==> src/rtl/uart_apb_pkg.sv <==
// Shared constants for the APB-to-UART FIFO bridge: register map,
// STATUS/CTRL bit positions and the bridge FSM encoding.
package uart_apb_pkg;

    localparam logic [1:0] REG_DATA   = 2'd0;
    localparam logic [1:0] REG_STATUS = 2'd1;
    localparam logic [1:0] REG_CTRL   = 2'd2;
    localparam logic [1:0] REG_TXCNT  = 2'd3;

    localparam int ST_RX_EMPTY     = 0;
    localparam int ST_TX_FULL      = 1;
    localparam int ST_BUSY         = 2;
    localparam int ST_TX_TIMEOUT   = 3;
    localparam int ST_RX_UNDERFLOW = 4;

    localparam int CTRL_RX_IE  = 0;
    localparam int CTRL_ERR_IE = 1;

    typedef enum logic [1:0] {
        IDLE    = 2'd0,
        EXEC    = 2'd1,
        WAIT_TX = 2'd2,
        RESP    = 2'd3
    } state_t;

endpackage

==> src/rtl/uart_apb_txwait.sv <==
// Stall timer for DATA writes blocked on a full TX FIFO.
// TX_TIMEOUT=0 removes the counter and never expires.
module uart_apb_txwait #(
    parameter int TX_TIMEOUT = 1024
) (
    input  logic clk,
    input  logic rst_n,
    input  logic clr,
    input  logic en,
    output logic expired
);

    generate
        if (TX_TIMEOUT == 0) begin : g_off
            logic unused_in;
            assign unused_in = ^{clk, rst_n, clr, en};
            assign expired   = 1'b0;
        end else begin : g_on
            localparam int W = $clog2(TX_TIMEOUT + 1);
            localparam logic [W-1:0] LAST = W'(TX_TIMEOUT - 1);

            logic [W-1:0] cnt;

            always_ff @(posedge clk or negedge rst_n) begin
                if (!rst_n) begin
                    cnt <= '0;
                end else if (clr) begin
                    cnt <= '0;
                end else if (en) begin
                    cnt <= cnt + W'(1);
                end
            end

            assign expired = (cnt == LAST);
        end
    endgenerate

endmodule

==> src/rtl/uart_apb_ctrl.sv <==
// APB3 responder driving the UART FIFO byte interface.
// Define UART_APB_TXCNT_EN to add the TXCNT transmit counter at index 3.
module uart_apb_ctrl
    import uart_apb_pkg::*;
#(
    parameter int BUS_WIDTH  = 16,
    parameter int ADDR_WIDTH = 4,
    parameter int TX_TIMEOUT = 1024
) (
    input  logic                  clk,
    input  logic                  rst_n,
    input  logic                  PSEL,
    input  logic                  PENABLE,
    input  logic                  PWRITE,
    input  logic [ADDR_WIDTH-1:0] PADDR,
    input  logic [BUS_WIDTH-1:0]  PWDATA,
    output logic [BUS_WIDTH-1:0]  PRDATA,
    output logic                  PREADY,
    output logic                  PSLVERR,
    output logic [7:0]            tx_byte,
    output logic                  transmit,
    input  logic                  tx_fifo_full,
    input  logic [7:0]            rx_byte,
    input  logic                  rx_fifo_empty,
    output logic                  rx_fifo_pop,
    input  logic                  uart_busy,
    output logic                  irq
);

    state_t state, state_n;

    logic [1:0] idx_q;
    logic       wr_q;
    logic [7:0] wdata_q;
    logic       latch;

    logic [1:0] ctrl_q, ctrl_n;
    logic       tt_q, ru_q, tt_set, ru_set;
    logic [1:0] w1c;
    logic [4:0] status;

    logic [BUS_WIDTH-1:0] prdata_n;
    logic       pready_n, pslverr_n, transmit_n, pop_n;
    logic [7:0] txbyte_n;
    logic       tmr_clr, tmr_en, tmr_exp;

`ifdef UART_APB_TXCNT_EN
    logic [15:0] txcnt_q;
    logic        txcnt_clr;
`endif

    logic unused_bits;
    assign unused_bits = ^{PADDR, PWDATA};

    assign status = {ru_q, tt_q, uart_busy, tx_fifo_full, rx_fifo_empty};

    uart_apb_txwait #(.TX_TIMEOUT(TX_TIMEOUT)) u_txwait (
        .clk     (clk),
        .rst_n   (rst_n),
        .clr     (tmr_clr),
        .en      (tmr_en),
        .expired (tmr_exp)
    );

    always_comb begin
        state_n    = state;
        prdata_n   = PRDATA;
        pslverr_n  = PSLVERR;
        pready_n   = 1'b0;
        transmit_n = 1'b0;
        pop_n      = 1'b0;
        txbyte_n   = tx_byte;
        ctrl_n     = ctrl_q;
        tt_set     = 1'b0;
        ru_set     = 1'b0;
        w1c        = 2'b00;
        tmr_clr    = 1'b0;
        tmr_en     = 1'b0;
        latch      = 1'b0;
`ifdef UART_APB_TXCNT_EN
        txcnt_clr  = 1'b0;
`endif
        unique case (state)
            IDLE: begin
                prdata_n  = '0;
                pslverr_n = 1'b0;
                if (PSEL && PENABLE) begin
                    latch   = 1'b1;
                    state_n = EXEC;
                end
            end
            // A dropped PSEL still completes the access, only PREADY is withheld.
            EXEC: begin
                state_n   = RESP;
                pready_n  = PSEL;
                prdata_n  = '0;
                pslverr_n = 1'b0;
                unique case (idx_q)
                    REG_DATA: begin
                        if (wr_q) begin
                            if (tx_fifo_full) begin
                                state_n  = WAIT_TX;
                                pready_n = 1'b0;
                                tmr_clr  = 1'b1;
                            end else begin
                                transmit_n = 1'b1;
                                txbyte_n   = wdata_q;
                            end
                        end else if (rx_fifo_empty) begin
                            pslverr_n = 1'b1;
                            ru_set    = 1'b1;
                        end else begin
                            prdata_n = BUS_WIDTH'(rx_byte);
                            pop_n    = 1'b1;
                        end
                    end
                    REG_STATUS: begin
                        if (wr_q) w1c = wdata_q[ST_RX_UNDERFLOW:ST_TX_TIMEOUT];
                        else      prdata_n = BUS_WIDTH'(status);
                    end
                    REG_CTRL: begin
                        if (wr_q) ctrl_n = wdata_q[1:0];
                        else      prdata_n = BUS_WIDTH'(ctrl_q);
                    end
                    REG_TXCNT: begin
`ifdef UART_APB_TXCNT_EN
                        if (wr_q) txcnt_clr = 1'b1;
                        else      prdata_n = BUS_WIDTH'(txcnt_q);
`endif
                    end
                endcase
            end
            WAIT_TX: begin
                if (!tx_fifo_full) begin
                    state_n    = RESP;
                    pready_n   = PSEL;
                    transmit_n = 1'b1;
                    txbyte_n   = wdata_q;
                end else if (tmr_exp) begin
                    state_n   = RESP;
                    pready_n  = PSEL;
                    pslverr_n = 1'b1;
                    tt_set    = 1'b1;
                end else begin
                    tmr_en = 1'b1;
                end
            end
            RESP: begin
                state_n   = IDLE;
                prdata_n  = '0;
                pslverr_n = 1'b0;
            end
        endcase
    end

    always_ff @(posedge clk or negedge rst_n) begin
        if (!rst_n) state <= IDLE;
        else        state <= state_n;
    end

    always_ff @(posedge clk or negedge rst_n) begin
        if (!rst_n) begin
            idx_q   <= REG_DATA;
            wr_q    <= 1'b0;
            wdata_q <= '0;
        end else if (latch) begin
            idx_q   <= PADDR[3:2];
            wr_q    <= PWRITE;
            wdata_q <= PWDATA[7:0];
        end
    end

    always_ff @(posedge clk or negedge rst_n) begin
        if (!rst_n) begin
            PRDATA      <= '0;
            PREADY      <= 1'b0;
            PSLVERR     <= 1'b0;
            transmit    <= 1'b0;
            rx_fifo_pop <= 1'b0;
            tx_byte     <= '0;
            ctrl_q      <= '0;
            tt_q        <= 1'b0;
            ru_q        <= 1'b0;
            irq         <= 1'b0;
        end else begin
            PRDATA      <= prdata_n;
            PREADY      <= pready_n;
            PSLVERR     <= pslverr_n;
            transmit    <= transmit_n;
            rx_fifo_pop <= pop_n;
            tx_byte     <= txbyte_n;
            ctrl_q      <= ctrl_n;
            tt_q        <= tt_set | (tt_q & ~w1c[0]);
            ru_q        <= ru_set | (ru_q & ~w1c[1]);
            irq         <= (ctrl_q[CTRL_RX_IE] & ~rx_fifo_empty)
                         | (ctrl_q[CTRL_ERR_IE] & (tt_q | ru_q));
        end
    end

`ifdef UART_APB_TXCNT_EN
    // Clear wins over a coincident push.
    always_ff @(posedge clk or negedge rst_n) begin
        if (!rst_n)         txcnt_q <= '0;
        else if (txcnt_clr) txcnt_q <= '0;
        else if (transmit)  txcnt_q <= txcnt_q + 16'd1;
    end
`endif

endmodule

==> config.mk <==
export PLATFORM = sky130hd
export DESIGN_NAME = uart_apb_ctrl
export DESIGN_NICKNAME = d
export VERILOG_FILES = /design/src/rtl/uart_apb_pkg.sv /design/src/rtl/uart_apb_txwait.sv /design/src/rtl/uart_apb_ctrl.sv
export SDC_FILE = /design/constraint.sdc
export NUM_CORES = 1
export LEC_CHECK = 0
export BUFFER_PORTS_ARGS = -buffer_cell sky130_fd_sc_hd__buf_2
export CORE_MARGIN = 2
export CORE_UTILIZATION = 49
export DETAILED_ROUTE_END_ITERATION = 10
export GPL_TIMING_DRIVEN = 0
export PLACE_DENSITY = 0.75
export SETUP_SLACK_MARGIN = 0.1
export SLEW_MARGIN = 10
export SYNTH_ARGS = -nofsm -noshare
export SYNTH_HDL_FRONTEND = slang
export SYNTH_HIERARCHICAL = 1
export SYNTH_SLANG_ARGS = --single-unit
==> constraint.sdc <==
create_clock -name clk -period 3.3 [get_ports clk]
set_input_delay 0.165 -clock clk [delete_from_list [all_inputs] [get_ports clk]]
set_output_delay 0.165 -clock clk [all_outputs]
set_load 0.02 [all_outputs]
* Word level (Yosys, flattened, before mapping)
Cells that the tools add are included.
** Operators by class
- $add $sub $neg :: 1
- Equal/unequal tests :: 12
- Div/mod/pow operators :: 0
- Multipliers :: 0
- Reduce and logical (&&, ||, !) cells :: 11
- Shift operators :: 0
- Bitwise operators :: 11
- Mux-type cells :: 55
- $lt $le $gt $ge :: 0
** Operators by type and width (count)
- $mux 8 :: 5
- $mux 1 :: 33
- $pmux 16 s2 :: 1
- $pmux 8 s3 :: 1
- $mux 11 :: 2
- $pmux 8 s2 :: 1
- $mux 2 :: 7
- $add 11x1->11 const B :: 1
- $eq 11x10->1 const B :: 1
- $ne 2x2->1 const B :: 4
- $pmux 2 s4 :: 1
- $eq 2x2->1 const B :: 3
- $reduce_and 3->1 :: 2
- $reduce_bool 2->1 :: 3
- $mux 5 :: 1
- $and 1x1->1 :: 4
- $eq 2x1->1 const B :: 2
- $logic_not 2->1 :: 2
- $or 1x1->1 :: 4
- $pmux 1 s2 :: 2
- $reduce_and 2->1 :: 2
- $ne 3x3->1 const B :: 1
- $not 1->1 :: 3
- $pmux 1 s3 :: 1
- other kinds (3) :: 3
** Storage, ports and cells
- Register bits :: 57
- Bits in latches :: 0
- Input port bits :: 36
- Memory bits (writable) :: 0
- Output and inout bits :: 29
- ROM bits :: 0
- Memories kept :: 0
- Word-level logic and storage cells :: 105

* Logic depth before layout (Yosys ltp)
Gate-level depths: netlist of the first run.
- Depth in word-level cells :: 6
- Gate-level depth with buffers :: 9

* Modules after synthesis
The synthesis of the first run kept the hierarchy.
** By module, submodules not included
- uart_apb_ctrl :: times used 1, seq. area each 950.9 um2, area an instance 1805.5 um2, cells each 145
- uart_apb_txwait :: times used 1, seq. area each 275.3 um2, area an instance 555.5 um2, cells each 56

* Least setup slack after synthesis of the first run
OpenSTA, ideal clock, no wires.
- Kind :: register to register
- Start :: reg u_txwait.g_on.cnt[0]
- End :: reg u_txwait.g_on.cnt[9]
- Data required time :: 3.172 ns
- Stages on the path, launching flop included :: 10
- Library setup time :: 0.128 ns
- Slack :: 1.063 ns
- Arrival time :: 2.109 ns
- Path through :: dfrtp_1 -> ha_1 -> nand3_1 -> nor4_1 -> nand3b_1 -> inv_1 -> buf_2 -> o211ai_1 -> nor4_1 -> mux2_1
** Between the ends
- Longest elaborated chain between the ends :: 5
** Ends and longest elaborated chain
- from (decl) :: RTL line uart_apb_txwait.sv:22 : logic [W-1:0] cnt;
- from (signal assigned) :: RTL line uart_apb_txwait.sv:30 : cnt <= cnt + W'(1);
- $eq 11x10->1 :: RTL line uart_apb_txwait.sv:34 : assign expired = (cnt == LAST);
- named net tmr_exp :: RTL line uart_apb_ctrl.sv:45 : logic tmr_clr, tmr_en, tmr_exp;
- $mux 1 :: RTL line uart_apb_ctrl.sv:139 : end else if (tmr_exp) begin
- $mux 1 :: RTL line uart_apb_ctrl.sv:134 : if (!tx_fifo_full) begin
- $mux 1 :: RTL line uart_apb_ctrl.sv:83 : unique case (state)
- named net tmr_en :: RTL line uart_apb_ctrl.sv:45
- $reduce_bool 2->1 (no source line)
The timed path passes the listed nets, and every way through them passes these cells. The select of a mux whose other input is x is not followed.
A chain may end at the register's enable or synchronous reset.

* Final worst setup path of the first run
Ends and elaborated chain as after synthesis.

==> impl_metrics.yaml, run 1 <==
logic_synthesis:
  main_combinational_cell_family_by_area_after_synthesis: "simple AND/OR/NAND/NOR gates"
  synth_compound_area_share_pct: 11.7
  yosys_register_bits: 49
  synth_enable_flop_cells: 0
  synthesis.instances: 201
  synthFlopType: "sky130_fd_sc_hd__dfrtp_1"
  share_of_synthesized_cell_area_in_and_or_nand_and_nor_gates_pct: 13.1
  yosysSeqAreaShare_pct: 51.9
  post_synth_xor_area_fraction_pct: 1.48
  synthesis.yosys.warnings: 6
  synth_mux_area_share_pct: 12.7
  synthesis.area_per_instance_sq_um: 11.7
  yosys.cell_types.count: 48
  fraction_of_registers_with_async_set_reset_pct: 100
  syn_area_sq_um: 2360
  synth_fa_ha_area_share_pct: 3.18
floorplan:
  total_die_area_sq_um: 5390
  die_height_um: 73.4
  core_area_sq_um: 4690
  ports: 65
  floorplan.die.width_um: 73.4
  std_cell_rows: 25
  initial_utilization_pct: 50.3
cts:
  htree_num_levels: 2
  clk-insertion-delay-late_ns: 0.31
  ctsLongestPathBuffers: 2
  tritoncts.num_buffers: 5
  cts_tree: "yes"
  cts-hold-fix-buffers: 0
  ctsResizeCount: 0
  clock_tree.root_cell: "sky130_fd_sc_hd__clkbuf_8"
  path_clk_slew_ns: 0.10
  buffers_inserted_during_post_cts_setup_optimization: 0
  cts_sinks: 49
pwr:
  power.sequential.fraction_pct: 40.6
  clock_power_share_pct: 20.7
  sw_ratio_pct: 35.9
  design_power_total_mw: 2.45
  vdd_drop_max_v: 0.000574
  p_int_mw: 1.57
  p_leak_nw: 1.41
  total_switching_power_uw: 882
  power.density_nw_per_um2: 860
  pwr-share-comb_pct: 38.7
critical_path:
  end_kind: "flip-flop"
  reg2reg_depth: 9
  timing.reg2reg.setup_slack_ns: 0.58
  worst_r2r_startpoint: "u_txwait/g_on.cnt[0]$_DFFE_PN0P_"
  regToRegEndpoint: "u_txwait/g_on.cnt[9]$_DFFE_PN0P_"
  timing.critical_path.from_type: "flip-flop"
  arrival_time_of_the_worst_setup_path_ns: 2.91
  worst_endpoint_required_time_ns: 3.48
  crit_type: "flip-flop to flip-flop"
  worst-path-max-fanout: 6
drt:
  viasPerCell: 5.42
  ant_nets: 0
  wl_per_cell_um: 14.7
  routed_wirelength_um: 4660
  route.detailed.drc: 0
  dr.pass1.iters: 4
  route.vias.total: 1718
  detail_route.iter0.violations: 76
timing:
  timing_max_transition_violations_final: 0
  achievable-frequency_ghz: 0.367
  hold_ws_ns: 0.0826
  finalClockSkew_ns: 0.0111
  finalWorstPathRequiredPeriod_ns: 2.72
  setup_repair_after_global_routing_missed_its_margin: "no"
  timing_worst_slew_pin_value_ns: 0.694
  timing.setup.tns_ns: 0
  timing.max_slew.rel_slack_pct: 53.3
  final_hold_vio_count: 0
  final_min_period_over_clock_period_pct: 82.6
  timing.final.setup_violations: 0
worst_hold_path:
  whs_endpoint: "idx_q[1]$_DFFE_PN0P_"
  hold_path.startpoint: "PADDR[3]"
  worst_hold_path_cell_count: 2
  worst_hold_path_type: "input port to flip-flop"
placement:
  hpwl_um: 3210
  gp_congestion: 0.829
  placedCellCount: 307
  port_buffers: 45
final_layout:
  instances_no_fill: 317
  n_antenna_cell: 0
  final_layout_size_suffix_gt1_share_pct: 35.4
  final_net_count: 304
  nFillCells: 409
  area_growth_syn_to_layout_pct: 20.9
global_route:
  grt_pass1_vias: 1658
  track_usage_pct: 18.3
  antenna_found_initial: 0
  globalRouteOverflowTotal: 0
  grt_max_degree: 50
  global_route_wire_length_before_repair_um: 7560
run_status:
  status: "complete, no violations"
job:
  drv_cap: 0
sequential cells by signal, indices dropped and copies added (netlist names), 2 cells and up:
register           cells
tx_byte                8
wdata_q                8
u_txwait/g_on.cnt     11
ctrl_q                 2
PRDATA                 8
idx_q                  2
state                  2
worst max path at each step:
| stage | start | cells after the start | slack [ns] | end |
|---|---|---|---|---|
| after global placement | u_txwait/g_on.cnt[0]$_DFFE_PN0P_ | 9 | 0.74 | u_txwait/g_on.cnt[9]$_DFFE_PN0P_ |
| after detailed placement | u_txwait/g_on.cnt[0]$_DFFE_PN0P_ | 9 | 0.66 | u_txwait/g_on.cnt[9]$_DFFE_PN0P_ |
| after floorplan | u_txwait/g_on.cnt[0]$_DFFE_PN0P_ | 9 | 1.06 | u_txwait/g_on.cnt[9]$_DFFE_PN0P_ |
| final | u_txwait/g_on.cnt[0]$_DFFE_PN0P_ | 9 | 0.58 | u_txwait/g_on.cnt[9]$_DFFE_PN0P_ |
| after global routing | u_txwait/g_on.cnt[0]$_DFFE_PN0P_ | 9 | 0.38 | u_txwait/g_on.cnt[9]$_DFFE_PN0P_ |
| after CTS | u_txwait/g_on.cnt[0]$_DFFE_PN0P_ | 9 | 0.61 | u_txwait/g_on.cnt[9]$_DFFE_PN0P_ |
cells in the final DEF, fill, tap and decap left out, drive strengths merged, types with 3 or more instances in the layout:
master	n
conb	8
ha	6
a22o	5
dfrtp	49
nor4	4
or4	3
o31ai	4
and2	3
buf	59
clkbuf	8
a21oi	9
nand3	5
inv	10
a22oi	3
mux2	23
o21ai	8
nand2	13
nor2	7
final cells by class:
class / count / area, sq um / area share [%]
Sequential cell: 49 / 1230 / 42.9
Timing Repair Buffer: 47 / 263 / 9.20
Clock buffer: 5 / 68.8 / 2.41
Buffer: 16 / 103 / 3.59
Tap cell: 54 / 67.6 / 2.37
Multi-Input combinational cell: 134 / 1020 / 35.9
Clock inverter: 3 / 68.8 / 2.41
Inverter: 9 / 33.8 / 1.18
kinds of logic after synthesis:
group,Yosys count
mux,24
compound gates,39
other cells,1
flops,49
xor+xnor,4
fa+ha+maj,6
buf+inv,25
simple gates,53
per-layer routing:
layer  track usage (%)  routed length, um
met2              28.8               2150
met4              7.07                 90
met5                 0                  0
met1              24.8               2160
met3              4.12                253
Yosys cell counts (3+ instances only):
library cell               number  share of area (%)
sky130_fd_sc_hd__inv_1          9                1.4
sky130_fd_sc_hd__nand3_1        5                1.1
sky130_fd_sc_hd__a22oi_1        3               0.95
sky130_fd_sc_hd__ha_1           6                3.2
sky130_fd_sc_hd__nand2_1       13                2.1
sky130_fd_sc_hd__buf_2          4               0.85
sky130_fd_sc_hd__o21ai_0        8                1.7
sky130_fd_sc_hd__and2_1         3               0.79
sky130_fd_sc_hd__a22o_1         5                1.9
sky130_fd_sc_hd__mux2_4         8                5.1
sky130_fd_sc_hd__mux2_2        14                6.7
sky130_fd_sc_hd__buf_4          8                2.5
sky130_fd_sc_hd__clkbuf_1       3               0.48
sky130_fd_sc_hd__nor2_1         7                1.1
sky130_fd_sc_hd__dfrtp_1       49                 52
sky130_fd_sc_hd__nor4_1         3               0.79
sky130_fd_sc_hd__or4_1          3               0.95
sky130_fd_sc_hd__a21oi_1        9                1.9
sky130_fd_sc_hd__o31ai_1        4                1.3
critical path, cell delays in order, from the launching register on:
cell                       delay [ns]
sky130_fd_sc_hd__dfrtp_1         0.41
sky130_fd_sc_hd__ha_1            0.23
sky130_fd_sc_hd__nand3_1         0.09
sky130_fd_sc_hd__nor4_1          0.54
sky130_fd_sc_hd__nand3b_1        0.25
sky130_fd_sc_hd__inv_1           0.08
sky130_fd_sc_hd__buf_2           0.17
sky130_fd_sc_hd__o211ai_1        0.40
sky130_fd_sc_hd__nor4_1          0.11
sky130_fd_sc_hd__mux2_1          0.33
per-stage QoR:
stage | instance area (sq um) | util (%) | setup WS, ns
4_1_cts | 2820 | 60.1 | 0.611
3_5_place_dp | 2680 | 57.1 | 0.661
2_1_floorplan | 2390 | - | 1.06
6_report | 2860 | 60.9 | 0.575
3_3_place_gp | 2680 | 57.1 | 0.742
5_1_grt | 2860 | 60.9 | 0.376
power by group through the flow:
stage	clock (mW)	sequential (mW)	combinational, mW
global placement	0	0.988	0.925
global route	0.544	1.03	1.04
detailed placement	0	1.01	0.946
finish	0.509	0.996	0.949
CTS	0.522	0.994	0.949
floorplan	0	1.08	0.589
Note: power is estimated with default switching activity, not from simulation.
==> inputs of run 2 (changes only) <==
Settings changed: CORE_UTILIZATION 49 to 47, PLACE_DENSITY 0.75 to 0.76.
Clock period 3.3 ns to 2.35 ns, I/O delays scaled along.
==> run 2 against run 1 <==
Compared with the run above: routed wire length up 3.8%; first-iteration DRC count increased by 37%; register-to-register slack worse by 0.42 ns; critical path depth fell by 1; critical endpoint unchanged; clock skew fell by 0.0046 ns; sequential share of layout area is 1.7 points lower; global-route usage decreased by 0.089 points; via count up 0.23%; final area increased by 4.4%; worst setup slack got worse by 0.42 ns; combinational power is 53% higher; highest routed layer unchanged.
==> impl_metrics.yaml, run 2 (synthesis gave the netlist of run 1 again) <==
timing:
  timing_max_transition_violations_final: 0
  final_hold_vio_count: 0
  timing.final.setup_violations: 0
  finalClockSkew_ns: 0.00650
  timing.max_slew.rel_slack_pct: 27.7
  achievable-frequency_ghz: 0.456
  timing_worst_slew_pin_value_ns: 1.08
  finalWorstPathRequiredPeriod_ns: 2.20
  setup_repair_after_global_routing_missed_its_margin: "yes"
  final_min_period_over_clock_period_pct: 93.4
critical_path:
  arrival_time_of_the_worst_setup_path_ns: 2.39
  crit_type: "flip-flop to flip-flop"
  worst-path-max-fanout: 7
  crit_family: "simple AND/OR/NAND/NOR gates"
  cp_slowest_stage_delay_ns: 0.47
  worst_r2r_startpoint: "state[1]$_DFFE_PN0P_"
  timing.critical_path.slowest_stage_cell: "sky130_fd_sc_hd__dfrtp_1"
  regToRegEndpoint: "u_txwait/g_on.cnt[9]$_DFFE_PN0P_"
  reg2reg_depth: 8
  timing.reg2reg.setup_slack_ns: 0.15
  critPathBufInv: 2
  crit_path_cell_trace: "inv_2, ha_4, and4bb_1, and2_2, o211ai_1, buf_4, nor4_4, mux2_4"
  end_kind: "flip-flop"
  worst_endpoint_required_time_ns: 2.54
  timing.critical_path.from_type: "flip-flop"
final_layout:
  postLayoutCoreUtil_pct: 62.3
  multi_input_comb_area_sq_um: 1110
  largest_register_ff_count: 11
  final_net_count: 309
  nFillCells: 386
  most-common-layout-cells: "sky130_fd_sc_hd__buf_2 (48), sky130_fd_sc_hd__dfrtp_1 (47), sky130_fd_sc_hd__buf_4 (15), sky130_fd_sc_hd__mux2_2 (14), sky130_fd_sc_hd__nand2_1 (13)"
  finish.instance_area_sq_um: 2980
  layout.area.seq_sq_um: 1230
  final_layout_size_suffix_gt1_share_pct: 42.5
  area_growth_syn_to_layout_pct: 26.3
  regMostFlops: "u_txwait/g_on.cnt"
  n_antenna_cell: 0
  layout_commonest_cell: "sky130_fd_sc_hd__buf_2"
cts:
  ctsLongestPathBuffers: 2
  path_clk_slew_ns: 0.09
  cts-hold-fix-buffers: 0
  clk-insertion-delay-late_ns: 0.31
  tritoncts.num_buffers: 5
  htree_num_levels: 2
  clock_tree.root_cell: "sky130_fd_sc_hd__clkbuf_8"
  cts_sinks: 49
  cts_tree: "yes"
global_route:
  antenna_found_initial: 0
  globalRouteOverflowTotal: 0
  track_usage_pct: 18.2
  global_route_wire_length_before_repair_um: 7710
  grt_pass1_vias: 1670
  grt_max_degree: 50
placement:
  place_area_sq_um: 2700
  port_buffers: 45
  gp_congestion: 0.779
  hpwl_um: 3240
floorplan:
  total_die_area_sq_um: 5610
  ports: 65
  std_cell_rows: 25
  core_area_sq_um: 4790
  die_height_um: 74.9
  floorplan.die.width_um: 74.9
  initial_utilization_pct: 49.3
pwr:
  power.sequential.fraction_pct: 39.8
  total_switching_power_mw: 1.29
  power.density_nw_per_um2: 1190
  p_int_mw: 2.27
  sw_ratio_pct: 36.2
  vdd_drop_max_v: 0.000711
  clock_power_share_pct: 19.7
  p_leak_nw: 1.44
  design_power_total_mw: 3.56
  pwr-share-comb_pct: 40.6
drt:
  ant_nets: 0
  detail_route.iter0.violations: 104
  viasPerCell: 5.14
  route.detailed.drc: 0
  dr.pass1.iters: 4
  wl_per_cell_um: 14.4
  routed_wirelength_um: 4830
  route.vias.total: 1722
run_status:
  status: "complete, no violations"
worst_hold_path:
  worst_hold_path_type: "input port to async pin"
job:
  drv_cap: 0
-- run 2: final cells by class --
class	instances	share of cell area [%]
plain buffers	16	3.65
clock buffers	5	2.31
clock inverters	3	2.18
inverters	9	1.13
multi-input cells	134	37.4
flip-flops and latches	49	41.2
well taps	67	2.81
repair buffers	52	9.32
-- run 2: layer usage --
metal  share of wire (%)  up-vias  routed length [um]  track usage [%]
met1                  47      810                2290             25.5
met4                 2.0        0                  97             8.53
li1                    -      837                   -                -
met2                  45       66                2190             27.8
met5                   0        -                   0                0
met3                 5.3        9                 254             3.08
-- run 2: timing repair --
item | CTS | global route
setup endpoints to repair | 7 | 7
endpoints found under the hold margin | 0 | 0
pin swaps | 2 | 3
resized for setup | 9 | 13
setup buffers | 4 | 3
-- run 2: worst max path at each step --
stage / from / to / slack (ns) / cells after the start
after floorplan: u_txwait/g_on.cnt[0]$_DFFE_PN0P_ / u_txwait/g_on.cnt[9]$_DFFE_PN0P_ / 0.11 / 9
after global placement: u_txwait/g_on.cnt[0]$_DFFE_PN0P_ / u_txwait/g_on.cnt[9]$_DFFE_PN0P_ / -0.19 / 9
after detailed placement: u_txwait/g_on.cnt[0]$_DFFE_PN0P_ / u_txwait/g_on.cnt[9]$_DFFE_PN0P_ / -0.29 / 9
after CTS: u_txwait/g_on.cnt[1]$_DFFE_PN0P_ / u_txwait/g_on.cnt[9]$_DFFE_PN0P_ / 0.10 / 10
after global routing: u_txwait/g_on.cnt[5]$_DFFE_PN0P_ / u_txwait/g_on.cnt[9]$_DFFE_PN0P_ / 0.0005 / 9
final: state[1]$_DFFE_PN0P_ / u_txwait/g_on.cnt[9]$_DFFE_PN0P_ / 0.15 / 8
-- run 2: power groups by stage --
| stage | Sequential (mW) | Combinational, mW | Clock, mW |
|---|---|---|---|
| 2_1_floorplan | 1.52 | 0.827 | 0 |
| 3_3_place_gp | 1.40 | 1.29 | 0 |
| 3_5_place_dp | 1.41 | 1.33 | 0 |
| 4_1_cts | 1.39 | 1.37 | 0.719 |
| 5_1_grt | 1.47 | 1.59 | 0.745 |
| 6_report | 1.42 | 1.45 | 0.700 |
-- run 2: through the flow --
stage / TNS (ns) / cells / setup slack [ns] / hold slack [ns]
floorplan: 0 / 208 / 0.113 / -0.178
global placement: -0.189 / 320 / -0.189 / 0.349
detailed placement: -0.799 / 320 / -0.286 / 0.349
finish: 0 / 335 / 0.155 / 0.00834
CTS: 0 / 332 / 0.102 / 0.0327
global route: 0 / 335 / 0.000459 / 0.0380
==> inputs of run 3 (changes only) <==
Settings changed: CORE_ASPECT_RATIO from default to 1.5.
==> run 3 against run 2 <==
Compared with the run above: register-to-register slack barely moved; highest routed layer unchanged; critical endpoint unchanged; power fell by 2.0%; clock skew rose by 0.00061 ns.
==> impl_metrics.yaml, run 3 (synthesis gave the netlist of run 1 again) <==
run_status:
  status: "complete, no violations"
pwr:
  vdd_drop_max_v: 0.000667
  p_leak_nw: 1.42
  power.density_nw_per_um2: 1180
  design_power_total_mw: 3.49
critical_path:
  end_kind: "flip-flop"
  arrival_time_of_the_worst_setup_path_ns: 2.38
  worst-path-max-fanout: 7
  worst_endpoint_required_time_ns: 2.53
  timing.critical_path.from_type: "flip-flop"
  crit_type: "flip-flop to flip-flop"
final_layout:
  area_growth_syn_to_layout_pct: 25.6
  n_antenna_cell: 0
  final_net_count: 309
  layout_commonest_cell: "sky130_fd_sc_hd__dfrtp_1"
  regMostFlops: "u_txwait/g_on.cnt"
  layout.area.seq_sq_um: 1230
  multi_input_comb_area_sq_um: 1120
  final_layout_size_suffix_gt1_share_pct: 41.0
  largest_register_ff_count: 11
  nFillCells: 432
  most-common-layout-cells: "sky130_fd_sc_hd__dfrtp_1 (49), sky130_fd_sc_hd__buf_2 (48), sky130_fd_sc_hd__buf_4 (15), sky130_fd_sc_hd__mux2_2 (14), sky130_fd_sc_hd__nand2_1 (13)"
worst_hold_path:
  worst_hold_path_type: "input port to async pin"
global_route:
  global_route_wire_length_before_repair_um: 7870
  track_usage_pct: 18.5
  antenna_found_initial: 0
  grt_pass1_vias: 1711
  globalRouteOverflowTotal: 0
  grt_max_degree: 50
placement:
  hpwl_um: 3310
  post_place_setup_slack_ns: -0.296
  port_buffers: 45
  gp_congestion: 0.772
drt:
  route.detailed.drc: 0
  dr.pass1.iters: 4
  detail_route.iter0.violations: 23
  wl_per_cell_um: 14.9
  viasPerCell: 5.22
  route.vias.total: 1742
  ant_nets: 0
  routed_wirelength_um: 4980
cts:
  cts_sinks: 49
  ctsLongestPathBuffers: 2
  cts_tree: "yes"
  clk-insertion-delay-late_ns: 0.30
  path_clk_slew_ns: 0.08
  htree_num_levels: 2
  clock_tree.root_cell: "sky130_fd_sc_hd__clkbuf_8"
  cts-hold-fix-buffers: 0
  tritoncts.num_buffers: 5
timing:
  setup_repair_after_global_routing_missed_its_margin: "no"
  finalWorstPathRequiredPeriod_ns: 2.19
  timing_worst_slew_pin_value_ns: 1.06
  final_min_period_over_clock_period_pct: 93.3
  timing.setup.tns_ns: 0
  timing_max_transition_violations_final: 0
  timing.max_slew.rel_slack_pct: 29.1
  final_hold_vio_count: 0
  achievable-frequency_ghz: 0.456
  fin_ws_ns: 0.158
  timing.final.setup_violations: 0
  finalClockSkew_ns: 0.00711
floorplan:
  core_area_sq_um: 4850
  std_cell_rows: 31
  ports: 65
  floorplan.die.width_um: 61.9
  die_height_um: 90.8
  initial_utilization_pct: 48.7
  total_die_area_sq_um: 5620
job:
  drv_cap: 0
-- run 3: area by class of cell --
cell class,instances,area share (%)
tap,66,2.78
buffer,16,3.67
inverter,9,1.14
timing repair buffer,52,9.37
clock buffer,7,2.91
sequential,49,41.4
multi-input combinational,134,37.8
clock inverter,1,1.01
-- run 3: worst paths after layout --
| check | from | end | slack (ns) | cells after the start |
|---|---|---|---|---|
| worst max-delay path | state[1]$_DFFE_PN0P_ | u_txwait/g_on.cnt[9]$_DFFE_PN0P_ | 0.16 | 8 |
| worst min-delay path | rst_n | tx_byte[5]$_DFFE_PN0P_ | 0.01 | 1 |
| worst max register to register | state[1]$_DFFE_PN0P_ | u_txwait/g_on.cnt[9]$_DFFE_PN0P_ | 0.16 | 8 |
| worst min register to register | PRDATA[4]$_DFFE_PN0P_ | PRDATA[4]$_DFFE_PN0P_ | 0.49 | 2 |
| max in group asynchronous | rst_n | wdata_q[6]$_DFFE_PN0P_ | 1.68 | 1 |
| min in group clk | rx_byte[5] | PRDATA[5]$_DFFE_PN0P_ | 0.04 | 2 |
-- run 3: layer usage --
metal  wire (um)  GRT usage [%]  vias up
met5           0              0        -
met4          46           5.32        0
met3         178           3.58        2
met2        2630           31.0       45
met1        2130           23.3      853
li1            -              -      842
-- run 3: critical path, stage by stage (launching register included) --
cell and delay [ns]:
sky130_fd_sc_hd__dfrtp_1 0.47, sky130_fd_sc_hd__inv_2 0.14, sky130_fd_sc_hd__ha_4 0.17, sky130_fd_sc_hd__and4bb_1 0.27, sky130_fd_sc_hd__and2_4 0.20, sky130_fd_sc_hd__o211ai_1 0.08, sky130_fd_sc_hd__buf_4 0.17, sky130_fd_sc_hd__nor4_4 0.25
sky130_fd_sc_hd__mux2_4 0.33
-- run 3: stage by stage --
step | utilization [%] | area (sq um) | cells | hold slack [ns]
3_5_place_dp | 55.6 | 2700 | 319 | 0.346
4_1_cts | 59.8 | 2900 | 333 | 0.0384
6_report | 61.2 | 2970 | 334 | 0.0136
5_1_grt | 61.2 | 2970 | 334 | 0.0359
3_3_place_gp | 55.6 | 2700 | 319 | 0.348
2_1_floorplan | - | 2390 | 208 | -0.178
-- run 3: repair_timing --
action | in CTS | in global routing
endpoints found under the setup margin | 7 | 7
pin swaps | 2 | 1
gates resized for setup | 9 | 12
buffers inserted | 6 | 1
hold endpoints to repair | 0 | 0
-- run 3: power breakdown --
group / internal (mW) / switching [mW]
clock: 0.347 / 0.266
combinational: 0.697 / 0.761
sequential: 1.16 / 0.266
